## config.mk

```make
export PLATFORM = sky130hd
export DESIGN_NAME = event_rr_arbiter
export DESIGN_NICKNAME = d
export VERILOG_FILES = /design/src/rtl/event_rr_arbiter.sv
export SDC_FILE = /design/constraint.sdc
export NUM_CORES = 1
export LEC_CHECK = 0
export ABC_AREA = 1
export CORE_UTILIZATION = 40
export CTS_BUF_LIST = sky130_fd_sc_hd__clkbuf_16
export DETAILED_ROUTE_END_ITERATION = 12
export HOLD_SLACK_MARGIN = 0.1
export PLACE_DENSITY = 0.88
export SLEW_MARGIN = 20
export SYNTH_ARGS = -nofsm -noshare
export SYNTH_HDL_FRONTEND = slang
export SYNTH_SLANG_ARGS = --single-unit
```

## constraint.sdc

```tcl
create_clock -name clk -period 3.56 [get_ports clk]
set_clock_uncertainty 0.05 [all_clocks]
set_input_delay 0.712 -clock clk [delete_from_list [all_inputs] [get_ports clk]]
set_output_delay 0.712 -clock clk [all_outputs]
set_load 0.005 [all_outputs]
```

## src/rtl/event_rr_arbiter.sv

```systemverilog
// event_rr_arbiter
//   Merges NUM_IN first-word-fall-through event FIFOs into one registered
//   valid/ready stream. It uses round-robin priority and pops at most one
//   FIFO per cycle, with no bubbles while the consumer keeps accepting.
//
//   Handshake: out_valid means the output register holds an event. The event
//   transfers on a clock edge where out_valid && out_ready. While out_valid is
//   high and out_ready is low, out_valid/out_data/out_src hold.
//
//   Optional feature macro: ARB_STATS_EN builds the saturating pop counter
//   behind stat_pops. Without it, stat_pops is tied to zero.
module event_rr_arbiter #(
  parameter int WIDTH  = 32,
  parameter int NUM_IN = 4,
  parameter int SRC_W  = 2
) (
  input  logic                    clk,
  input  logic                    rst,
  input  logic [NUM_IN-1:0]       in_empty,
  input  logic [NUM_IN*WIDTH-1:0] in_dout,
  output logic [NUM_IN-1:0]       in_rd_en,
  output logic                    out_valid,
  output logic [WIDTH-1:0]        out_data,
  output logic [SRC_W-1:0]        out_src,
  input  logic                    out_ready,
  output logic [15:0]             stat_pops
);

  logic [SRC_W-1:0] last_grant;
  logic [SRC_W-1:0] grant_idx;
  logic [SRC_W-1:0] scan_idx;
  logic             grant_found;
  logic             load;
  logic             pop;
  logic [WIDTH-1:0] sel_data;

  // The output stage can take a new event when it is empty or being drained this cycle.
  assign load = ~out_valid | out_ready;
  assign pop  = load & grant_found & ~rst;

  // Round-robin search: first non-empty input after last_grant, wrapping modulo NUM_IN.
  always_comb begin
    grant_found = 1'b0;
    grant_idx   = '0;
    scan_idx    = '0;
    for (int k = 1; k <= NUM_IN; k++) begin
      scan_idx = SRC_W'((int'(last_grant) + k) % NUM_IN);
      if (!grant_found && !in_empty[scan_idx]) begin
        grant_found = 1'b1;
        grant_idx   = scan_idx;
      end
    end
  end

  // Head-of-FIFO mux for the granted input.
  always_comb begin
    sel_data = '0;
    for (int i = 0; i < NUM_IN; i++) begin
      if (grant_idx == SRC_W'(i)) sel_data = in_dout[i*WIDTH +: WIDTH];
    end
  end

  // One-hot pop strobe; a pop only happens together with a capture into the stage.
  always_comb begin
    in_rd_en = '0;
    if (pop) in_rd_en[grant_idx] = 1'b1;
  end

  // Output register and priority pointer; priority only rotates on a grant.
  always_ff @(posedge clk) begin
    if (rst) begin
      out_valid  <= 1'b0;
      out_data   <= '0;
      out_src    <= '0;
      last_grant <= SRC_W'(NUM_IN - 1);
    end else if (load) begin
      if (grant_found) begin
        out_valid  <= 1'b1;
        out_data   <= sel_data;
        out_src    <= grant_idx;
        last_grant <= grant_idx;
      end else begin
        out_valid  <= 1'b0;
      end
    end
  end

`ifdef ARB_STATS_EN
  logic [15:0] pop_cnt;

  // Saturating count of cycles that popped a FIFO.
  always_ff @(posedge clk) begin
    if (rst) begin
      pop_cnt <= 16'h0000;
    end else if (|in_rd_en && (pop_cnt != 16'hFFFF)) begin
      pop_cnt <= pop_cnt + 16'd1;
    end
  end

  assign stat_pops = pop_cnt;
`else
  assign stat_pops = 16'h0000;
`endif

endmodule

```

== Yosys cells after proc, flatten, opt, wreduce, memory -nomap -nowiden ==
Cells that the tools add are included.
Word-level totals
  register bits after elaboration: 37
  input bits: 135
  word-level logic and storage cells: 57
  output and inout bits: 55
Cells by class
  bitwise operators: 5
  reduce and logical (&&, ||, !) cells: 11
  multiplexer cells: 24
  $lt $le $gt $ge: 6
  eq/ne operators: 3
  $add $sub $neg: 4
Operators by type and width (number)
  2-to-1 mux 32 bit: 4
  < comparator 2 x 3 -> 1 bit, second input constant: 5
  2-to-1 mux 1 bit: 10
  binary-select mux 1 bit (select 2 bit): 4
  2-to-1 mux 2 bit: 4
  zero test 1 bit: 5
  adder 2 x 1 -> 2 bit, second input constant: 2
  adder 2 bit, second input constant: 2
  == test 2 bit, second input constant: 2
  logical AND 1 bit: 4
  2-to-1 mux 4 bit: 1
  AND 1 bit: 2
  demux 1 bit (select 2 bit): 1
  == test 2 x 1 -> 1 bit, second input constant: 1
  greater-or-equal comparator 2 x 1 -> 1 bit, second input constant: 1
  zero test 2 bit: 1
  inverter 1 bit: 2
  AND reduction 2 bit: 1
  OR 1 bit: 1

== Logic depth before layout (Yosys ltp) ==
  depth in word-level cells: 17
  depth in mapped cells: 17
  depth with buffers taken out: 14

== Least setup slack after synthesis ==
No wires, ideal clock.
  path type: input -> output
  start point: input port in_empty[0]
  end point: output port in_rd_en[3]
  data arrival time: 1.828 ns
  cell stages on the path: 10
  buffers on the path: 1
  data required time: 2.798 ns
  path slack: 0.970 ns
  cell sequence: nand2_1 -> nand2_1 -> nand2_1 -> nand2_2 -> nand3_2 -> o21ai_2 -> inv_2 -> buf_2 -> nand2_1 -> nor2_1
On the way
  cells in the longest elaborated chain, start to end: 16
RTL lines
  start: declaration: line 19  | input logic [NUM_IN-1:0] in_empty,
  binary-select mux 1 bit (select 2 bit): line 48  | if (!grant_found && !in_empty[scan_idx]) begin
  2-to-1 mux 1 bit (implied by the code): line 48
  zero test 1 bit: line 48
  logical AND 1 bit: line 48
  2-to-1 mux 1 bit: line 48
  zero test 1 bit: line 48
  logical AND 1 bit: line 48
  2-to-1 mux 1 bit: line 48
  zero test 1 bit: line 48
  logical AND 1 bit: line 48
  2-to-1 mux 2 bit: line 48
  < comparator 2 x 3 -> 1 bit (implied by the code) / greater-or-equal comparator 2 x 1 -> 1 bit (equally long branches): line 66  | if (pop) in_rd_en[grant_idx] = 1'b1;
  logical AND 1 bit (implied by the code): line 66
  2-to-1 mux 1 bit (implied by the code): line 66
  demux 1 bit (select 2 bit): line 66
  2-to-1 mux 4 bit *: line 66
  end: declaration: line 21  | output logic [NUM_IN-1:0] in_rd_en,
Mark *: on every way between the ends. The rest lies on a longest branch, timed or not. The select of a mux whose other input is x is not followed.

== Final worst setup path ==
Ends and elaborated chain as after synthesis.

==> run summary <==
status: complete, no violations
post-route insts no fill: 727
crit end category: output pin
Routed Antenna Nets: 0
Final Cycle Share: 98.1%
gr ovfl total: 0
cell taking the most area after synthesis: dfxtp_1
routed wire length: 10400 µm
Post-Place Worst Slack: 0.00965 ns
pin count of the biggest net entering global routing: 63
setup TNS: 0 ns
hold_ws: 0.412 ns
unrepaired setup endpoints after global routing: yes
Post-DP HPWL: 7540 µm
worst-skew pair later-pin latency: 0.27 ns
DRT Pass-1 Iters: 4
Area after DPL: 4570 µm²
main area contributors after synthesis: dfxtp_1 25%, nand2_1 17%, nand3_1 13%, nand4_1 7.5%, o21ai_0 5.5%
Cell variety after synth: 23
clock sink total: 37
Core Region: 6910 µm²
maximum root-to-sink buffer count: 2
antenna cells: 0
GRT Overall Usage: 26.0%
die area: 7650 µm²
Hold Path Class: reg -> reg
Post-Synthesis Cells: 474
post-synth top area share: 25.4%
number of fill cells in the layout: 580
min Tclk post-route: 3.49 ns
Critical path buffers and inverters: 4
Area growth syn-to-layout: 63.0%
detailed-route wire length per cell: 14.3 µm
die span in y: 87.5 µm
final setup fails: 0
Crit Path Class: in -> out
power density of the placed cells: 911 nW/µm²
Setup WS post-layout: 0.0692 ns
Root Buffer: clkbuf_16
post-synthesis cell area: 2920 µm²
WP data required: 2.80 ns
first-pass GRT wire length: 15600 µm
syn_area_per_cell: 6.16 µm²
1st-iter DRT viols: 202
max-slew violation count: 0
largest stage delay on the critical path: 0.51 ns
# IOs: 190
ratio of cells with drive above 1 in the final layout: 9.67%
nets@finish: 765
Via-to-Cell Ratio: 5.11
Static Leak: 2.00 nW
CTS H-tree lvls: 2
Yosys reg bits: 37
initial antenna violation count: 0
Critical Path Fanout Max: 7
Final Wtd Congestion: 0.941
Crit path top cell by count: nand2_2
arrival time worst endpoint: 2.73 ns
CP Launch Type: input port
vias in the first global route: 3414
dpl cells: 717
final hold viol count: 0
cts bufs inserted: 5
Worst VDD drop: 0.677 mV
Die W: 87.5 µm
Starting Density: 42.3%
Finished Cell Area: 4760 µm²
Clock Pin Slew Worst Setup and Hold Paths: 0.05 ns
Seq/Total Area, Yosys: 25.4%
critical-path cell list: clkdlybuf4s50_1 > inv_1 > nand2_1 > nand3_1 > nand2_2 > nand4_1 > nand2_2 > inv_1 > nand2_4 > nand2_2 > nor2_1 > clkdlybuf4s50_1
total power: 4.34 mW
# port buffers: 173
DRC: 0
CTS tree: built
Max-cap violations: 0
YS warnings: 0
actual slew at the worst max-slew pin: 0.581 ns
Util after Layout: 68.9%
Vias: 3712
CP delay by family, top: buffers and inverters
slowest CP cell: clkdlybuf4s50_1
fmax: 0.286 GHz
Rel. slew slack: 61.2%
row count: 30
worst min-delay path, stage by stage (launching register included):
cell	delay, ns
dfxtp_1	0.30
nand2_1	0.06
a21oi_1	0.05
cell type report:
cell class	instances	area (µm²)	area share [%]
clock buffer	5	125	2.63
clock inverter	3	12.5	0.263
inverter	45	169	3.55
multi-input combinational	356	1770	37.2
sequential	37	742	15.6
tap	96	120	2.52
timing repair buffer	185	1820	38.3
Yosys cell counts:
| master | instances |
|---|---|
| nor2_8 | 1 |
| inv_1 | 41 |
| nor2_2 | 3 |
| inv_2 | 4 |
| nor3_1 | 3 |
| nor2_1 | 8 |
| nand4_1 | 35 |
| o211ai_1 | 2 |
| clkbuf_1 | 10 |
| nand3_1 | 74 |
| nand3_2 | 1 |
| a21oi_1 | 19 |
| buf_6 | 8 |
| o21ai_0 | 32 |
| o21ai_2 | 1 |
| a21oi_2 | 15 |
| buf_1 | 3 |
| conb_1 | 1 |
| dfxtp_1 | 37 |
| buf_4 | 21 |
| buf_2 | 9 |
| nand2_2 | 10 |
| nand2_1 | 136 |
what timing repair did:
| action | CTS | global route |
|---|---|---|
| endpoints found under the setup margin | 0 | 4 |
| buffers inserted | 0 | 2 |
| gates resized for setup | 0 | 12 |
| hold buffers | 0 | 0 |
power breakdown:
group | switching [mW] | internal (mW) | leakage, nW
sequential | 0.0982 | 0.574 | 0.306
combinational | 2.01 | 1.25 | 1.62
clock | 0.153 | 0.253 | 0.0687
placed cells by master, fill, tap and decap left out, drive strengths merged, types with 3 or more instances in the layout:
cell type,instances
nand3,75
a21oi,34
inv,45
clkdlybuf4s50,170
dfxtp,37
nand2,146
conb,16
buf,13
clkinv,3
nor2,12
nand4,35
nor3,3
clkbuf,5
o21ai,33
metal layers:
layer	part of all wire [%]	global-route usage, %	routed length (µm)	vias to the layer above
li1	-	-	-	1849
met1	38	28.5	3970	1640
met2	50	48.2	5250	201
met3	8.8	6.26	919	22
met4	2.6	9.69	266	0
met5	0	0	0	-
cell families (layout without fill, tap and decap cells):
| group | count (synthesis) | after routing | synth area share [%] |
|---|---|---|---|
| AOI/OAI and AO/OA | 69 | 69 | 14.0 |
| buffers and inverters | 96 | 238 | 17.5 |
| DFF | 37 | 37 | 25.4 |
| other | 1 | 16 | 0.128 |
| and+or+nand+nor | 271 | 271 | 43.0 |
worst paths after layout:
check                        startpoint                       end  slack, ns  cells after the start
min            out_data[7]$_SDFFE_PP0N_  out_data[7]$_SDFFE_PP0N_       0.41                      2
min reg2reg    out_data[7]$_SDFFE_PP0N_  out_data[7]$_SDFFE_PP0N_       0.41                      2
max reg2reg  last_grant[0]$_SDFFE_PP1N_  out_data[4]$_SDFFE_PP0N_       0.86                     15
max                         in_empty[0]               in_rd_en[3]       0.07                     12
state kept, by name, indices dropped and copies added, names as in the netlist:
register / cells
out_src: 2
out_data: 32
out_valid: 1
last_grant: 2
No activity file was read; power rests on OpenSTA's default activity.
